$ cat src/rtl/ifetch_ctrl.sv
// Fetch sequencer: 8-bit PC, combinational imem, QDEPTH-entry prefetch queue, head latency 1 cycle; stalls when full.
// Optional odd-redirect rejection with sticky align_fault under `IFETCH_ALIGN_CHECK_EN.
module ifetch_ctrl #(
  parameter logic [7:0] RESET_PC = 8'h00,
  parameter logic [7:0] END_PC   = 8'h82,
  parameter int         QDEPTH   = 2
) (
  input  logic        clk,
  input  logic        rst,
  input  logic        start,
  input  logic        halt_req,
  input  logic        redirect_valid,
  input  logic [7:0]  redirect_pc,
  output logic [7:0]  imem_pc,
  input  logic [15:0] imem_inst,
  output logic        out_valid,
  output logic [15:0] out_inst,
  output logic [7:0]  out_pc,
  input  logic        out_ready,
  output logic        busy,
  output logic        halted
`ifdef IFETCH_ALIGN_CHECK_EN
  ,
  output logic        align_fault
`endif
);

  localparam int         PW    = (QDEPTH == 4) ? 2 : 1;
  localparam logic [2:0] QFULL = 3'(QDEPTH);

  typedef enum logic [1:0] {IDLE, RUN, HALT} state_t;

  state_t         state_q, state_d;
  logic [7:0]     pc_q, pc_d;
  logic [2:0]     cnt_q, cnt_d;
  logic [PW-1:0]  rd_q, rd_d, wr_q, wr_d;
  logic [15:0]    qi_q [QDEPTH];
  logic [7:0]     qp_q [QDEPTH];
  logic           vld_q, busy_q, halted_q;
  logic [15:0]    oinst_q;
  logic [7:0]     opc_q;
  logic           push, pop, flush, bad_redir;
  logic [7:0]     redir_tgt;
  logic [15:0]    head_inst;
  logic [7:0]     head_pc;

`ifdef IFETCH_ALIGN_CHECK_EN
  assign bad_redir = redirect_valid & redirect_pc[0];
  assign redir_tgt = redirect_pc;
`else
  assign bad_redir = 1'b0;
  assign redir_tgt = redirect_pc & 8'hFE;
`endif

  assign pop = vld_q & out_ready;

  always_comb begin
    state_d = state_q;
    pc_d    = pc_q;
    push    = 1'b0;
    flush   = 1'b0;
    case (state_q)
      IDLE: begin
        if (bad_redir) begin
          state_d = HALT;
        end else begin
          if (redirect_valid) pc_d = redir_tgt;
          if (start) state_d = RUN;
        end
      end
      RUN: begin
        if (redirect_valid) begin
          // Redirect beats everything: flush, no push; the head may still pop this cycle.
          flush = 1'b1;
          if (bad_redir) begin
            state_d = HALT;
          end else begin
            pc_d = redir_tgt;
            if (halt_req) state_d = HALT;
          end
        end else begin
          push = (cnt_q < QFULL) || pop;
          if (push) pc_d = pc_q + 8'd2;
          if (halt_req || (push && pc_q == END_PC)) state_d = HALT;
        end
      end
      HALT: begin
        if (start && cnt_q == 3'd0) begin
          state_d = RUN;
          pc_d    = RESET_PC;
        end
      end
      default: state_d = IDLE;
    endcase
  end

  always_comb begin
    if (flush) begin
      cnt_d = 3'd0;
      rd_d  = '0;
      wr_d  = '0;
    end else begin
      cnt_d = cnt_q + 3'(push) - 3'(pop);
      rd_d  = rd_q + PW'(pop);
      wr_d  = wr_q + PW'(push);
    end
    // Into an empty queue the pushed word becomes the new head directly.
    if (push && wr_q == rd_d) begin
      head_inst = imem_inst;
      head_pc   = pc_q;
    end else begin
      head_inst = qi_q[rd_d];
      head_pc   = qp_q[rd_d];
    end
  end

  always_ff @(posedge clk) begin
    if (push) begin
      qi_q[wr_q] <= imem_inst;
      qp_q[wr_q] <= pc_q;
    end
  end

  always_ff @(posedge clk or posedge rst) begin
    if (rst) begin
      state_q  <= IDLE;
      pc_q     <= RESET_PC;
      cnt_q    <= 3'd0;
      rd_q     <= '0;
      wr_q     <= '0;
      vld_q    <= 1'b0;
      oinst_q  <= 16'h0000;
      opc_q    <= 8'h00;
      busy_q   <= 1'b0;
      halted_q <= 1'b0;
    end else begin
      state_q  <= state_d;
      pc_q     <= pc_d;
      cnt_q    <= cnt_d;
      rd_q     <= rd_d;
      wr_q     <= wr_d;
      vld_q    <= (cnt_d != 3'd0);
      if (cnt_d != 3'd0) begin
        oinst_q <= head_inst;
        opc_q   <= head_pc;
      end
      busy_q   <= (state_d == RUN);
      halted_q <= (state_d == HALT);
    end
  end

`ifdef IFETCH_ALIGN_CHECK_EN
  logic fault_q, fault_set, fault_clr;

  assign fault_set = bad_redir && (state_q == IDLE || state_q == RUN);
  assign fault_clr = start && (state_q == IDLE || (state_q == HALT && cnt_q == 3'd0));

  always_ff @(posedge clk or posedge rst) begin
    if (rst)            fault_q <= 1'b0;
    else if (fault_set) fault_q <= 1'b1;
    else if (fault_clr) fault_q <= 1'b0;
  end

  assign align_fault = fault_q;
`endif

  assign imem_pc   = pc_q;
  assign out_valid = vld_q;
  assign out_inst  = oinst_q;
  assign out_pc    = opc_q;
  assign busy      = busy_q;
  assign halted    = halted_q;

endmodule

$ cat config.mk
export PLATFORM = sky130hd
export DESIGN_NAME = ifetch_ctrl
export DESIGN_NICKNAME = d
export VERILOG_FILES = /design/src/rtl/ifetch_ctrl.sv
export SDC_FILE = /design/constraint.sdc
export NUM_CORES = 1
export LEC_CHECK = 0
export BUFFER_PORTS_ARGS = -buffer_cell sky130_fd_sc_hd__buf_2
export CAP_MARGIN = 0
export CORE_MARGIN = 3
export CORE_UTILIZATION = 35
export DETAILED_ROUTE_END_ITERATION = 8
export PLACE_DENSITY_LB_ADDON = 0.15
export RECOVER_POWER = 100
export SLEW_MARGIN = 20
export SYNTH_ARGS = -nofsm -noshare
export SYNTH_HDL_FRONTEND = slang
export SYNTH_SLANG_ARGS = --single-unit
$ cat constraint.sdc
create_clock -name clk -period 9.8 [get_ports clk]
set_clock_uncertainty 0.1 [all_clocks]
set_input_delay 0.49 -clock clk [delete_from_list [all_inputs] [get_ports clk]]
set_output_delay 0.49 -clock clk [all_outputs]
set_load 0.01 [all_outputs]
==> results.md <==
* Mean Syn Cell Area at 13.0 sq um
* H-tree Lvls at 3
* Initial core utilization at 36.6%
* # rows at 37
* Commonest non-fill, non-tap cells in the layout: clkbuf_1 (52), edfxtp_1 (46), dfrtp_1 (40)
* FMAX at 0.204 GHz
* Skew-Pair Late Insertion Delay at 0.35 ns
* Startpoint of the worst hold path: imem_inst[13]
* DP Wirelength at 5530 microns
* Worst rel slew slack at -207%
* Cts hold-fix bufs at 0
* Synth top area share at 36.1%
* Critical Path Max Stage Delay at 3.34 ns
* TritonCTS Buffers at 9
* Fin Setup TNS at 0 ns
* Crit path launch type: register
* Number of routed nets with antenna violations at 0
* IO Port Bufs at 61
* Die area at 12200 sq um
* Fillers at 1060
* Die X-Extent at 111 microns
* Mapped Area at 3830 sq um
* Share of flip-flops with an asynchronous set or reset at 46.5%
* Drt wl/cell at 16.9 microns
* First-pass GRT wire length at 14000 microns
* RSZ-0062 raised after global routing: no
* Buf/Inv on CP at 0
* Crit path time final at 4.90 ns
* Fin. Hold Viols at 0
* Crit Path Max Fanout at 24
* Largest net degree at the start of global routing at 41
* Fin. max-slew vios at 66
* Die Span Y at 111 microns
* Worst hold path class: input pin to register
* Clock Tree Root: clkbuf_8
* Postcts setup bufs at 0
* CP endpoint kind: register
* Crit Path Class: register to register
* Reg clk slew, reported paths at 0.09 ns
* Worst R2R Start: out_valid
* DR pass1 iterations at 4
* Residual DRC at 0
* GRT Total Usage at 14.3%
* DR iter-0 viols at 172
* Post-synth top flop: edfxtp_1
* Non-filler instance count after layout at 499
* Final hold slack at 0.271 ns
* Dpl cell area at 4300 sq um
* Core area at 10500 sq um
* Setup crit start: out_valid
* Synth cell types at 49
* N_diodes at 0
* IO Count at 65
* NumNets Final at 399
* GR Overflow Total at 0
* Power per Cell Area at 330 nW/um^2
* CP required at 9.95 ns
* Area delta synth->final at 14.5%
* Layout cells sized above 1 at 9.64%
* Dpl cells at 483
* Routed wire length at 8440 microns
* Crit-path cells: and3b_1 -> o21ai_0 -> mux2i_1 -> o221ai_1
* Sequential area share after synthesis at 62.2%
* Via count at 2545
* Top cells by area, synth: edfxtp_1 (36%), dfrtp_1 (26%), o221ai_1 (6.2%), mux2i_1 (6.0%), inv_1 (3.5%)
* #FFs+latches synth at 86
* Worst setup margin at 4.90 ns
* Commonest non-fill, non-tap cell in the layout: clkbuf_1
* Yosys warnings at 0
* Max_cap viols at 2
* Initial antenna violation count at 0
* Peak VDD IR at 188 uV
* Avg Vias per Cell at 5.10
* Leading area contributor after synthesis: edfxtp_1
* Period utilisation layout at 50.0%
* Number of synthesized flops with an enable pin at 46
* Arr. time, crit path at 5.05 ns
* Setup WS pre-CTS at 5.53 ns
* Violated checks: max-capacitance violations, max-slew violations
* FF-to-FF path depth at 4
* Design area at 4380 sq um
* Slowest-stage cell, CP: o21ai_0
* Cell family with most CP delay: compound AO/OA/AOI/OAI gates
* CTS tree: done
* Hold Path Depth at 1
* Setup violators final at 0
* Gpl congestion at 0.799
* Leak at 1.77 nW
* CP Depth at 4
* Clock sink count at 86
* Post-cts sizing count at 0
* Number of global-route vias before repair at 2627
* Clk buf depth at 2
* Gate Count Post-Synth at 294
* Status: finished with violations
* Slew at the pin closest to its max-slew limit at 4.56 ns
==> state kept, by name, summed over array words and instances, names as in the netlist <==
name,flops
busy,1
wr_q,1
qp_q,14
qi_q,32
out_pc,7
state_q,2
imem_pc,7
halted,1
out_valid,1
rd_q,1
out_inst,16
cnt_q,3
==> worst reg2reg max path: stages (launching register included) <==
cell and delay [ns]:
dfrtp_1 0.44, and3b_1 0.19, o21ai_0 3.34, mux2i_1 0.37
o221ai_1 0.36
==> power breakdown <==
group,switching (mW),internal (mW)
Clock,0.133,0.0949
Combinational,0.386,0.257
Sequential,0.0780,0.497
Total,0.596,0.849
==> stage by stage <==
stage / power [mW] / util [%]
3_5_place_dp: 1.25 / 41.1
6_report: 1.45 / 41.9
5_1_grt: 1.56 / 41.9
2_1_floorplan: 1.02 / -
3_3_place_gp: 1.24 / 41.1
4_1_cts: 1.48 / 42.9
==> final timing paths <==
path | end | slack (ns)
min in group asynchronous | out_inst[2] | 0.57
worst min register to register | out_inst[4] | 0.40
worst max register to register | out_inst[13] | 4.90
worst max-delay path | out_inst[13] | 4.90
worst min-delay path | qi_q[0][13] | 0.27
max in group asynchronous | out_pc[3] | 8.04
==> synthesized netlist by cell type (all sizes together), types with 2 or more instances <==
cell and count:
a21o 2, a21oi 9, a22oi 3, a31oi 2
and2 4, and3 2, buf 9, clkbuf 4
dfrtp 40, edfxtp 46, ha 10, inv 36
mux2 2, mux2i 23, nand2 28, nand2b 3
nand3 2, nor2 5, nor2b 2, nor3 4
nor4 2, o21ai 4, o221ai 28, o22ai 2
o2bb2ai 5
==> layout make-up <==
cell class	instances	area (sq um)	share of cell area, %
Clock buffer	9	124	2.83
Clock inverter	7	62.6	1.43
Tap cell	136	170	3.88
Timing Repair Buffer	65	263	5.99
Inverter	36	135	3.08
Sequential cell	86	2380	54.3
Multi-Input combinational cell	160	1250	28.5
==> metal layers <==
metal / track usage [%] / wire (microns)
met1: 19.6 / 3960
met2: 23.1 / 4040
met3: 2.41 / 354
met4: 4.43 / 88
met5: 0 / 0
==> cell families (layout without fill, tap and decap cells) <==
family	Yosys count	in the layout	share of synthesized area, %
buffers and inverters	49	117	5.36
adders and majority gates	11	11	3.79
other	1	2	0.0980
and+or+nand+nor	57	57	7.58
DFF	86	86	62.2
muxes	25	25	6.60
AOI/OAI and AO/OA	63	63	13.5
xor gates and xnor gates	2	2	0.817
Power figures use the tool's default switching activity.
